File: src/rtl/layer_sequencer.sv
// rtl/layer_sequencer.sv - multi-layer scheduler driving the single-layer control engine
module layer_sequencer #(
    parameter int MAX_LAYERS = 8,
    parameter int IDX_W      = 3,
    parameter int TIMEOUT    = 65535,
    parameter int ACK_WINDOW = 4
) (
    input  logic             clk,
    input  logic             rst,
    input  logic             cfg_we,
    input  logic [IDX_W-1:0] cfg_addr,
    input  logic [23:0]      cfg_data,
    input  logic [IDX_W:0]   num_layers,
    input  logic             run,
    input  logic             abort,
    input  logic             ctrl_idle,
    output logic             ctrl_start,
    output logic [8:0]       weight_base,
    output logic [7:0]       alpha_base,
    output logic [6:0]       out_count,
    output logic             act_src_bank,
    output logic             act_dst_bank,
    output logic [IDX_W-1:0] layer_idx,
    output logic             busy,
    output logic             done,
    output logic             error
);

    localparam int ACK_W  = $clog2(ACK_WINDOW + 1);
    localparam int WAIT_W = $clog2(TIMEOUT + 1);
    localparam logic [IDX_W:0] MAX_L = (IDX_W+1)'(MAX_LAYERS);

    typedef enum logic [2:0] {
        S_IDLE, S_LOAD, S_START, S_ACK, S_WAIT, S_NEXT, S_FIN
    } state_t;

    state_t              state_q;
    logic [23:0]         table_q [MAX_LAYERS];
    logic [IDX_W:0]      nl_q;
    logic [IDX_W-1:0]    idx_q;
    logic                src_q;
    logic [8:0]          wb_q;
    logic [7:0]          ab_q;
    logic [6:0]          oc_q;
    logic                start_q;
    logic                done_q;
    logic                err_q;
    logic                abort_q;
    logic [ACK_W-1:0]    ack_cnt_q;
    logic [WAIT_W-1:0]   wait_cnt_q;

    // Table survives reset; host only rewrites it between runs.
    always_ff @(posedge clk) begin
        if (cfg_we && state_q == S_IDLE) begin
            table_q[cfg_addr] <= cfg_data;
        end
    end

    always_ff @(posedge clk or posedge rst) begin
        if (rst) begin
            state_q    <= S_IDLE;
            nl_q       <= '0;
            idx_q      <= '0;
            src_q      <= 1'b0;
            wb_q       <= '0;
            ab_q       <= '0;
            oc_q       <= '0;
            start_q    <= 1'b0;
            done_q     <= 1'b0;
            err_q      <= 1'b0;
            abort_q    <= 1'b0;
            ack_cnt_q  <= '0;
            wait_cnt_q <= '0;
        end else begin
            start_q <= 1'b0;
            done_q  <= 1'b0;
            if (state_q != S_IDLE && abort) begin
                abort_q <= 1'b1;
            end
            case (state_q)
                S_IDLE: begin
                    if (run) begin
                        nl_q    <= (num_layers > MAX_L) ? MAX_L : num_layers;
                        idx_q   <= '0;
                        src_q   <= 1'b0;
                        err_q   <= 1'b0;
                        abort_q <= 1'b0;
                        state_q <= (num_layers == '0) ? S_FIN : S_LOAD;
                    end
                end
                S_LOAD: begin
                    {wb_q, ab_q, oc_q} <= table_q[idx_q];
                    start_q            <= 1'b1;
                    state_q            <= S_START;
                end
                S_START: begin
                    ack_cnt_q <= '0;
                    state_q   <= S_ACK;
                end
                S_ACK: begin
                    if (!ctrl_idle) begin
                        wait_cnt_q <= '0;
                        state_q    <= S_WAIT;
                    end else if (ack_cnt_q == ACK_W'(ACK_WINDOW - 1)) begin
                        err_q   <= 1'b1;
                        state_q <= S_FIN;
                    end else begin
                        ack_cnt_q <= ack_cnt_q + 1'b1;
                    end
                end
                S_WAIT: begin
                    if (ctrl_idle) begin
                        state_q <= S_NEXT;
                    end else if (wait_cnt_q == WAIT_W'(TIMEOUT - 1)) begin
                        err_q   <= 1'b1;
                        state_q <= S_FIN;
                    end else begin
                        wait_cnt_q <= wait_cnt_q + 1'b1;
                    end
                end
                S_NEXT: begin
                    src_q <= ~src_q;
                    // An abort arriving in this very cycle still stops the walk.
                    if ((IDX_W+1)'(idx_q) + (IDX_W+1)'(1) == nl_q || abort_q || abort) begin
                        state_q <= S_FIN;
                    end else begin
                        idx_q   <= idx_q + 1'b1;
                        state_q <= S_LOAD;
                    end
                end
                S_FIN: begin
                    done_q  <= 1'b1;
                    state_q <= S_IDLE;
                end
                default: state_q <= S_IDLE;
            endcase
        end
    end

    assign ctrl_start   = start_q;
    assign weight_base  = wb_q;
    assign alpha_base   = ab_q;
    assign out_count    = oc_q;
    assign act_src_bank = src_q;
    assign act_dst_bank = ~src_q;
    assign layer_idx    = idx_q;
    assign busy         = (state_q != S_IDLE);
    assign done         = done_q;
    assign error        = err_q;

endmodule

File: config.mk
export PLATFORM = sky130hd
export DESIGN_NAME = layer_sequencer
export DESIGN_NICKNAME = d
export VERILOG_FILES = /design/src/rtl/layer_sequencer.sv
export SDC_FILE = /design/constraint.sdc
export NUM_CORES = 1
export LEC_CHECK = 0
export BUFFER_PORTS_ARGS = -buffer_cell sky130_fd_sc_hd__buf_2
export CAP_MARGIN = 20
export CORE_AREA = 2 2 145 147
export CTS_CLUSTER_SIZE = 10
export DETAILED_ROUTE_END_ITERATION = 8
export DIE_AREA = 0 0 147 149
export PLACE_DENSITY = 0.78
export SLEW_MARGIN = 20
export SYNTH_ARGS = -nofsm -noshare
export SYNTH_HDL_FRONTEND = slang
export SYNTH_SLANG_ARGS = --single-unit
File: constraint.sdc
create_clock -name clk -period 4.8 [get_ports clk]
set_clock_uncertainty 0.15 [all_clocks]
set_input_delay 1.2 -clock clk [delete_from_list [all_inputs] [get_ports clk]]
set_output_delay 1.2 -clock clk [all_outputs]
set_load 0.05 [all_outputs]
==> out/results.ini <==
[floorplanning]
initial_utilization_pct = 48.4
row_count = 53
die_w_um = 147
io_pins = 70
die-area_mm2 = 0.0219
core_area_mm2 = 0.0206
die_h_um = 149

[clocking]
cts_resized = 0
cts_buffers = 29
cts_setup_buffers = 0
root_buffer = clkbuf_16
cts.sinks = 250
cts.path.max_buffers = 3
clk_pin_slew_worst_paths_ps = 60
hold_buffers = 0
cts_tree = yes
cts_max_level = 1
insertion_delay_ps = 540

[power]
power_density_mw_per_mm2 = 540
p_leak_nw = 3.95
ir_drop_v = 0.000439

[placed_design]
dp_hpwl_um = 12300
dpl-instance-area_mm2 = 0.0107
port_buffers = 69
gp_congestion = 0.885

[final_layout]
finish.instance_area_mm2 = 0.0115
drive_gt1_share_pct = 27.0
syn2layout_area_growth_pct = 15.9
layout_commonest_cell = edfxtp_1
final_cell_mix = 192 x edfxtp_1, 69 x buf_2, 55 x dfrtp_1
final_nets = 699
utilization_pct = 56.1

[drt]
via_count = 5373
viasPerCell = 5.63
wl_per_cell_um = 20.7
antenna_left = 0
wirelength_um = 19800
firstDrtPassIters = 5
drcViolationCount = 0
drt-initial-drc-count = 421

[synthesis]
ys.flop_type = edfxtp_1
yosys_warnings = 0
postSynthAreaPerCell_um2 = 17.4
synthArstFlopShare_pct = 23.2
synth_cell_types = 49
syn_area_mm2 = 0.00995
syn_nets = 613
yosysTopAreaCell = edfxtp_1
synth-edff-count = 192
synth_top_area_share_pct = 57.9
synthCells = 571
yosysSeqAreaShare_pct = 72.5
synth_seq_cells = 250
synth_area_leaders = edfxtp_1 58%, dfrtp_1 15%, mux4_2 11%, mux2i_1 3.0%, nor2_1 2.0%

[timing]
layout_min_cycle_time_ps = 3570
fmax_mhz = 280
tns_ps = 0
rsz0062_at_grt = no
fin_crit_sh_pct = 74.3
slew_viol_final = 0
slew_headroom_pct = 35.4
worstMarginPinSlew_ps = 969
setup_viol = 0
finalHoldViolCount = 0

[setup_path]
critPathCaptureType = output port
worstSetupPathType = reg2out
crit_fanout = 14
crit_required_ps = 3450
start_kind = flip-flop
cp.arrival_ps = 2220

[grt]
antenna_found_initial = 1
grt_start_max_net_pins = 51
grt_pass1_wl_um = 31500
grt.total_usage_pct = 18.7
use_met1_pct = 24.7
grt_pass1_vias = 5682
grt-ovfl-total = 0
busiest_layer = met2
grt_use_met3_pct = 3.61
grt_util_met2_pct = 32.0

[min_path]
hp-class = reg2reg

[run_status]
status = completed

[run]
cap_violations = 0

[cell type report]
cell class	instances	area (µm²)
clock buffers	50	805
clock inverters	3	55.1
flip-flops and latches	250	7220
inverters	7	26.3
diodes	1	2.50
repair buffers	82	455
fillers	1614	9020
well taps	275	344
multi-input cells	287	2630
[Yosys cell counts, types with 2 or more instances]
master      n
inv_1       7
a22o_1      2
nand2_1    26
xnor2_1     8
dfrtp_1    58
nor4b_2     2
nand2b_1    9
a21oi_1    30
o21a_1      2
and3_1      3
xor2_1      6
nor3_1      3
buf_1       2
clkbuf_1   13
nor2_1     53
mux4_2     48
nand4_1     8
ha_1        5
nor2b_1     2
o21ai_0    11
o211ai_1    2
edfxtp_1  192
mux2i_1    30
nand3_1     8
buf_2      11
a211oi_1    6
a31oi_1     2
[where the power goes]
| part | total (mW) | leakage (nW) | switching, mW | internal [mW] |
|---|---|---|---|---|
| logic | 1.47 | 1.09 | 0.965 | 0.510 |
| clock network | 2.00 | 0.410 | 0.813 | 1.18 |
| registers | 2.76 | 2.44 | 0.202 | 2.56 |
| total | 6.23 | 3.95 | 1.98 | 4.25 |
[flip-flops by register name, indices dropped and copies added, names as in the netlist]
register,cells
nl_q,4
alpha_base,8
layer_idx,3
ack_cnt_q,3
abort_q,1
wait_cnt_q,16
done,1
out_count,7
weight_base,9
error,1
table_q,192
act_src_bank,1
ctrl_start,1
state_q,3
[metrics by stage]
| step | hold slack [ps] | total power, mW | std cells | setup slack [ps] |
|---|---|---|---|---|
| after global routing | 366 | 6.50 | 954 | 1090 |
| after detailed placement | 334 | 4.28 | 900 | 1670 |
| after CTS | 346 | 6.28 | 953 | 1150 |
| after global placement | 311 | 4.22 | 900 | 1690 |
| final | 341 | 6.23 | 955 | 1230 |
| after floorplan | 298 | 3.89 | 571 | 1120 |
[routing by layer]
layer,wire length (µm),up-vias
met2,9960,215
li1,-,2402
met1,8090,2724
met4,378,0
met3,1370,32
met5,0,-
[kinds of logic after synthesis]
group	count (synthesis)	share of synthesized area (%)
flops	250	72.5
simple gates	125	6.30
mux	79	14.0
compound gates	64	3.90
buf+inv	34	1.46
xor+xnor	14	1.23
fa+ha+maj	5	0.628
[final timing paths]
kind	startpoint	end	slack, ps	depth (start not counted)
min in group asynchronous	rst	wait_cnt_q[3]$_DFFE_PP0P_	680	2
min	error$_DFFE_PP0P_	error$_DFFE_PP0P_	340	1
max in group asynchronous	rst	layer_idx[0]$_DFFE_PP0P_	2920	3
min reg2reg	error$_DFFE_PP0P_	error$_DFFE_PP0P_	340	1
max	state_q[1]$_DFFE_PP0P_	busy	1230	3
max reg2reg	state_q[1]$_DFFE_PP0P_	table_q[5][0]$_DFFE_PP_	1730	4
[critical path, stage by stage, from the launching register on]
cell and delay, ps:
dfrtp_1 560, nor3_1 660, inv_1 190, buf_2 260
(Power assumes the default switching activity.)
